### config.mk
export PLATFORM = sky130hd
export DESIGN_NAME = vc_buffer_ctrl
export DESIGN_NICKNAME = d
export VERILOG_FILES = /design/src/rtl/noc_params.sv /design/src/rtl/vc_buffer_ctrl.sv
export SDC_FILE = /design/constraint.sdc
export NUM_CORES = 1
export LEC_CHECK = 0
export BUFFER_PORTS_ARGS = -buffer_cell sky130_fd_sc_hd__buf_2
export CAP_MARGIN = 20
export CORE_MARGIN = 1
export CORE_UTILIZATION = 37
export CTS_BUF_LIST = sky130_fd_sc_hd__clkbuf_2 sky130_fd_sc_hd__clkbuf_4 sky130_fd_sc_hd__clkbuf_8
export CTS_CLUSTER_SIZE = 24
export DETAILED_ROUTE_END_ITERATION = 16
export PLACE_DENSITY = 0.84
export RECOVER_POWER = 100
export SLEW_MARGIN = 20
export SYNTH_ARGS = -nofsm -noshare
export SYNTH_HDL_FRONTEND = slang
export SYNTH_SLANG_ARGS = --single-unit
### constraint.sdc
create_clock -name clk -period 1.3 [get_ports clk]
set_input_delay 0.065 -clock clk [delete_from_list [all_inputs] [get_ports clk]]
set_output_delay 0.065 -clock clk [all_outputs]
set_load 0.05 [all_outputs]
### src/rtl/noc_params.sv
// Shared NoC router types and sizing.
// Holds the flit label encoding, flit payloads (with and without VC tag),
// port/VC id types, the per-VC controller state encoding and the sizing constants.
package noc_params;

  localparam int unsigned VC_SIZE       = 2;
  localparam int unsigned PORT_NUM      = 5;
  localparam int unsigned MAX_PKT_FLITS = 16;
  localparam int unsigned DATA_W        = 16;

  localparam int unsigned VC_ID_W   = (VC_SIZE > 1) ? $clog2(VC_SIZE) : 1;
  localparam int unsigned PORT_W    = (PORT_NUM > 1) ? $clog2(PORT_NUM) : 1;
  localparam int unsigned PKT_CNT_W = $clog2(MAX_PKT_FLITS + 1);

  typedef logic [PORT_W-1:0]  port_t;
  typedef logic [VC_ID_W-1:0] vc_id_t;

  typedef enum logic [1:0] {
    HEAD     = 2'd0,
    BODY     = 2'd1,
    TAIL     = 2'd2,
    HEADTAIL = 2'd3
  } flit_label_t;

  typedef enum logic [1:0] {
    IDLE   = 2'd0,
    VA     = 2'd1,
    ACTIVE = 2'd2
  } vc_state_t;

  typedef struct packed {
    flit_label_t       label;
    logic [DATA_W-1:0] data;
  } flit_novc_t;

  typedef struct packed {
    flit_label_t       label;
    vc_id_t            vc_id;
    logic [DATA_W-1:0] data;
  } flit_t;

  function automatic logic is_head(input flit_label_t l);
    return (l == HEAD) || (l == HEADTAIL);
  endfunction

  function automatic logic is_tail(input flit_label_t l);
    return (l == TAIL) || (l == HEADTAIL);
  endfunction

endpackage

### src/rtl/vc_buffer_ctrl.sv
// Per-VC read-side controller for one input-port circular buffer.
// Detects a head flit, latches its route, obtains a downstream VC through VC
// allocation, then forwards the packet flit by flit under switch-allocation grants.
// Ports:
//   clk, rst                 clock, asynchronous active-low reset
//   buf_data_i/buf_is_empty_i/buf_read_o   buffer front, empty flag, pop strobe
//   route_i                  route of the current front head flit
//   va_req_o/va_port_o/va_grant_i/va_vc_i  VC allocation handshake
//   sa_req_o/sa_port_o/sa_grant_i          switch allocation handshake
//   credit_avail_i           downstream VC has a credit
//   flit_o/flit_valid_o      flit to the crossbar, tagged with the allocated VC
//   vc_state_o/pkt_flits_o/error_o         state, packet flit count, sticky error
module vc_buffer_ctrl
  import noc_params::*;
(
  input  logic                 clk,
  input  logic                 rst,
  input  flit_novc_t           buf_data_i,
  input  logic                 buf_is_empty_i,
  output logic                 buf_read_o,
  input  port_t                route_i,
  output logic                 va_req_o,
  output port_t                va_port_o,
  input  logic                 va_grant_i,
  input  vc_id_t               va_vc_i,
  output logic                 sa_req_o,
  output port_t                sa_port_o,
  input  logic                 sa_grant_i,
  input  logic                 credit_avail_i,
  output flit_t                flit_o,
  output logic                 flit_valid_o,
  output vc_state_t            vc_state_o,
  output logic [PKT_CNT_W-1:0] pkt_flits_o,
  output logic                 error_o
);

  localparam logic [PKT_CNT_W-1:0] CNT_MAX = PKT_CNT_W'(MAX_PKT_FLITS);

  vc_state_t            state_q, state_d;
  port_t                port_q, port_d;
  vc_id_t               vc_q, vc_d;
  logic [PKT_CNT_W-1:0] cnt_q, cnt_d;
  logic                 err_q, err_d;
  logic                 front_valid;

  assign front_valid = !buf_is_empty_i;

  // State and latch registers
  always_ff @(posedge clk or negedge rst) begin
    if (!rst) begin
      state_q <= IDLE;
      port_q  <= '0;
      vc_q    <= '0;
      cnt_q   <= '0;
      err_q   <= 1'b0;
    end else begin
      state_q <= state_d;
      port_q  <= port_d;
      vc_q    <= vc_d;
      cnt_q   <= cnt_d;
      err_q   <= err_d;
    end
  end

  // Next-state and combinational handshake outputs
  always_comb begin
    state_d      = state_q;
    port_d       = port_q;
    vc_d         = vc_q;
    cnt_d        = cnt_q;
    err_d        = err_q;
    va_req_o     = 1'b0;
    sa_req_o     = 1'b0;
    buf_read_o   = 1'b0;
    flit_valid_o = 1'b0;
    flit_o       = '0;

    // Strobes stay quiet while reset is held so a stale buffer front is not popped.
    if (rst) begin
      unique case (state_q)
        IDLE: begin
          if (front_valid) begin
            if (is_head(buf_data_i.label)) begin
              port_d  = route_i;
              cnt_d   = '0;
              state_d = VA;
            end else begin
              // Orphan body/tail: discard it without forwarding.
              buf_read_o = 1'b1;
              err_d      = 1'b1;
            end
          end
        end
        VA: begin
          va_req_o = 1'b1;
          if (va_grant_i) begin
            vc_d    = va_vc_i;
            state_d = ACTIVE;
          end
        end
        ACTIVE: begin
          sa_req_o = front_valid & credit_avail_i;
          if (sa_grant_i && sa_req_o) begin
            buf_read_o   = 1'b1;
            flit_valid_o = 1'b1;
            if (cnt_q != CNT_MAX) cnt_d = cnt_q + 1'b1;
            // A head after the first flit means the previous packet lost its tail.
            if (is_head(buf_data_i.label) && (cnt_q != '0)) err_d = 1'b1;
            if (is_tail(buf_data_i.label)) state_d = IDLE;
          end
        end
        default: state_d = IDLE;
      endcase

      if (sa_grant_i && !sa_req_o) err_d = 1'b1;
      if (va_grant_i && (state_q != VA)) err_d = 1'b1;
    end

    if (flit_valid_o) begin
      flit_o.label = buf_data_i.label;
      flit_o.vc_id = vc_q;
      flit_o.data  = buf_data_i.data;
    end
  end

  assign va_port_o   = port_q;
  assign sa_port_o   = port_q;
  assign vc_state_o  = state_q;
  assign pkt_flits_o = cnt_q;
  assign error_o     = err_q;

endmodule

After elaboration in Yosys (flattened, before gate mapping) --
Index checks and enable logic that the tools add are counted.
Operators by class: add/sub/neg operators 1, bitwise logic cells 2, reductions and logical operators 18, multiplexer cells 31, equality and inequality tests 16
Operators with widths (count):
- $mux W5 | 4
- $mux W19 | 1
- $reduce_and A6 Y1 | 3
- $mux W1 | 17
- $ne A4 B4 Y1 const B | 4
- $ne A2 B2 Y1 const B | 6
- $mux W2 | 5
- $pmux W5 S2 | 1
- $eq A2 B2 Y1 const B | 3
- $pmux W2 S3 | 1
- $add A5 B1 Y5 const B | 1
- $ne A5 B5 Y1 const B | 1
- $reduce_bool A5 Y1 | 1
- $logic_and A1 B1 Y1 | 4
- $logic_not A2 Y1 | 2
- $pmux W1 S2 | 2
- $reduce_and A4 Y1 | 1
- $reduce_bool A4 Y1 | 1
- $reduce_and A3 Y1 | 1
- $eq A2 B1 Y1 const B | 1
- $logic_not A1 Y1 | 2
- $logic_or A1 B1 Y1 | 2
- $ne A2 B1 Y1 const B | 1
- $reduce_bool A2 Y1 | 1
- 2 further kinds | 2
Word-level totals: output and inout bits 37, input bits 28, word-level logic and storage cells 73, register bits 12

Depth between registers and ports, before layout --
depth in word-level cells 8, mapped depth 6

Least setup slack after synthesis --
Ideal clock, no wire load.
path type register -> output, start register state_q[0], in the netlist vc_state_o[0], end output port flit_o[17] in the netlist's numbering, cell stages (with the launch flop) 3, buffers on the path 0, slack -0.999 ns, data arrival time 2.234 ns, path through dfrtp_1 -> or3_1 -> nor3_1
RTL lines:
- from (decl) | line vc_buffer_ctrl.sv:39 | vc_state_t state_q, state_d;
- from (signal assigned) | line vc_buffer_ctrl.sv:57 | state_q <= state_d;
- to (decl) | line vc_buffer_ctrl.sv:30 | output flit_t flit_o,

==> flow_summary.ini <==
[placed_design]
portBuffers = 64
post-place-ws_ns = -0.266
postPlaceCellArea_um2 = 1490
dpl.hpwl_um = 2170
place.gp.congestion = 0.830
place_inst = 205

[pwr]
power_mw = 2.94
p_per_area_nw_per_um2 = 1600
ir_drop_v = 0.00140
power_leakage_nw = 0.887

[clocking]
clk_pin_slew_ns = 0.07
clock-root-buffer = clkbuf_4
clk_latency_ns = 0.28
cts.sinks = 12
h-tree-depth = 1
cts_tree = yes
clockBufferDepth = 2
cts_buffers = 3

[critical_path]
critPathCaptureType = output port
path_class = flop to output port
cp-start-kind = flop
rrSetupSlack_ns = -0.27
cp_max_fo = 19
required_ns = 1.24
cp.arrival_ns = 1.52

[sta]
slew_viol_final = 0
fin_ws_ns = -0.284
clock-skew-final_ns = 0.00248
holdWs_ns = 0.0136
slew_headroom_pct = 80.0
period_minus_slack_ns = 1.58
setup-violations-final = 32
fin_setup_tns_ns = -6.72
fmax_ghz = 0.631
rsz0062_at_grt = yes
hold_viol = 0
post-route-period-util_pct = 122
worst_slew_pin_slew_ns = 0.297

[grt]
grt_pass1_vias = 1115
grt_pass1_wl_um = 5080
grt_max_degree = 20
grt_use_total_pct = 26.9
grt-ovfl-total = 0
antenna_found_initial = 0

[logic_synthesis]
synth.distinct_cells = 31
synth-seq-cells = 12
synth-compound-area-share_pct = 15.3
syn_area_um2 = 883
async_reset_ff_share_pct = 100
synth_edf_count = 0
avgSynthCellArea_um2 = 8.58
synth_top_family_by_area = simple AND/OR/NAND/NOR gates
syn-num-nets = 135
ys.flop_type = dfrtp_1
synth-xor-area-share_pct = 0
synth_fa_ha_area_share_pct = 5.67
yosysWarnings = 0
synth_top_area_share_pct = 34.0
yosys-top-cells-area = dfrtp_1, and3_1, ha_1
synth-seq-area-share_pct = 34.0
synth_top_area_cell = dfrtp_1
muxShareOfSynthArea_pct = 5.10
synth-simple-area-share_pct = 32.2
netlist_instances = 103

[floorplanning]
core_um2 = 2230
fp-row-count = 17
die_x_um = 50.9
dieArea_um2 = 2590
fp.dieH_um = 50.9
start_util_pct = 39.6
io_pins = 65

[detailed_routing]
drc = 0
wl_um = 3540
wire_per_inst_um = 16.4
drt_iter0_drc = 24
firstDrtPassIters = 4
vias = 1178
vias_per_cell = 5.45
antenna_left = 0

[hold_path]
hold_class = primary input to flop

[cells_and_area]
final_cell_mix = buf_2, buf_4, buf_6
final_common_cell = buf_2
final_util_pct = 82.1
design_area_um2 = 1830
nNetsFinal = 221
drive_gt1_share_pct = 77.1
antennaDiodeCount = 0
fin_cells = 216
area_delta_synth_final_pct = 108

[job]
maxCapViolCount = 0

[run_status]
status = finished with violations
violations = negative setup slack
[critical path, cell delays in order (launching register included)]
cell,delay [ns]
dfrtp_2,0.44
nor3b_4,0.24
buf_6,0.20
and3_2,0.21
buf_6,0.15
[flip-flops by register name, summed over array words and instances (netlist names)]
register	flops
sa_port_o	3
error_o	1
pkt_flits_o	5
vc_state_o	2
vc_q	1
[kinds of logic after synthesis]
family / after synthesis
mux: 4
fa+ha+maj: 4
simple gates: 47
buf+inv: 15
compound gates: 21
flops: 12
[power breakdown]
| part | internal, mW | switching [mW] |
|---|---|---|
| registers | 0.516 | 0.135 |
| logic | 0.746 | 1.27 |
| clock network | 0.140 | 0.132 |
| total | 1.40 | 1.54 |
[Yosys cell counts (2+ instances only)]
cell / count
a21oi_1: 4
nand2_1: 6
nand3_1: 5
o21ai_0: 6
clkbuf_1: 4
a22o_1: 2
and2_1: 2
dfrtp_1: 12
inv_1: 7
o22ai_1: 3
nor3_1: 2
nor2_1: 4
a21o_1: 2
buf_4: 3
mux2_2: 4
ha_1: 4
and3_1: 19
[worst paths after layout]
kind / depth (start not counted) / end / startpoint
max: 4 / flit_o[18] / vc_state_o[0]$_DFFE_PN0P_
min: 2 / vc_q$_DFFE_PN0P_ / va_vc_i
max reg2reg: 5 / pkt_flits_o[4]$_DFFE_PN0P_ / vc_state_o[0]$_DFFE_PN0P_
min reg2reg: 1 / error_o$_DFFE_PN0P_ / error_o$_DFFE_PN0P_
max in group asynchronous: 3 / vc_state_o[1]$_DFFE_PN0P_ / rst
min in group asynchronous: 3 / pkt_flits_o[1]$_DFFE_PN0P_ / rst
[per-layer routing]
metal  vias up  global-route usage [%]  part of all wire, %
met1       538                    30.8                   39
met5         -                       0                    0
met3        13                    6.25                  9.0
met4         0                    14.4                  3.2
met2        88                    46.2                   49
li1        539                       -                    -
[what timing repair did]
action                                  CTS  global route
setup buffers                             3             3
pin swaps                                 6             8
hold buffers                              1             0
gates resized for setup                  65            12
endpoints found under the setup margin   33            33
endpoints found under the hold margin    12             0
[final cells by class]
type	instances	area, um2
timing repair buffer	89	722
multi-input combinational	76	713
fill	121	399
sequential	12	308
tap	28	35.0
clock buffer	4	30.0
inverter	7	26.3
(Power assumes the default switching activity.)
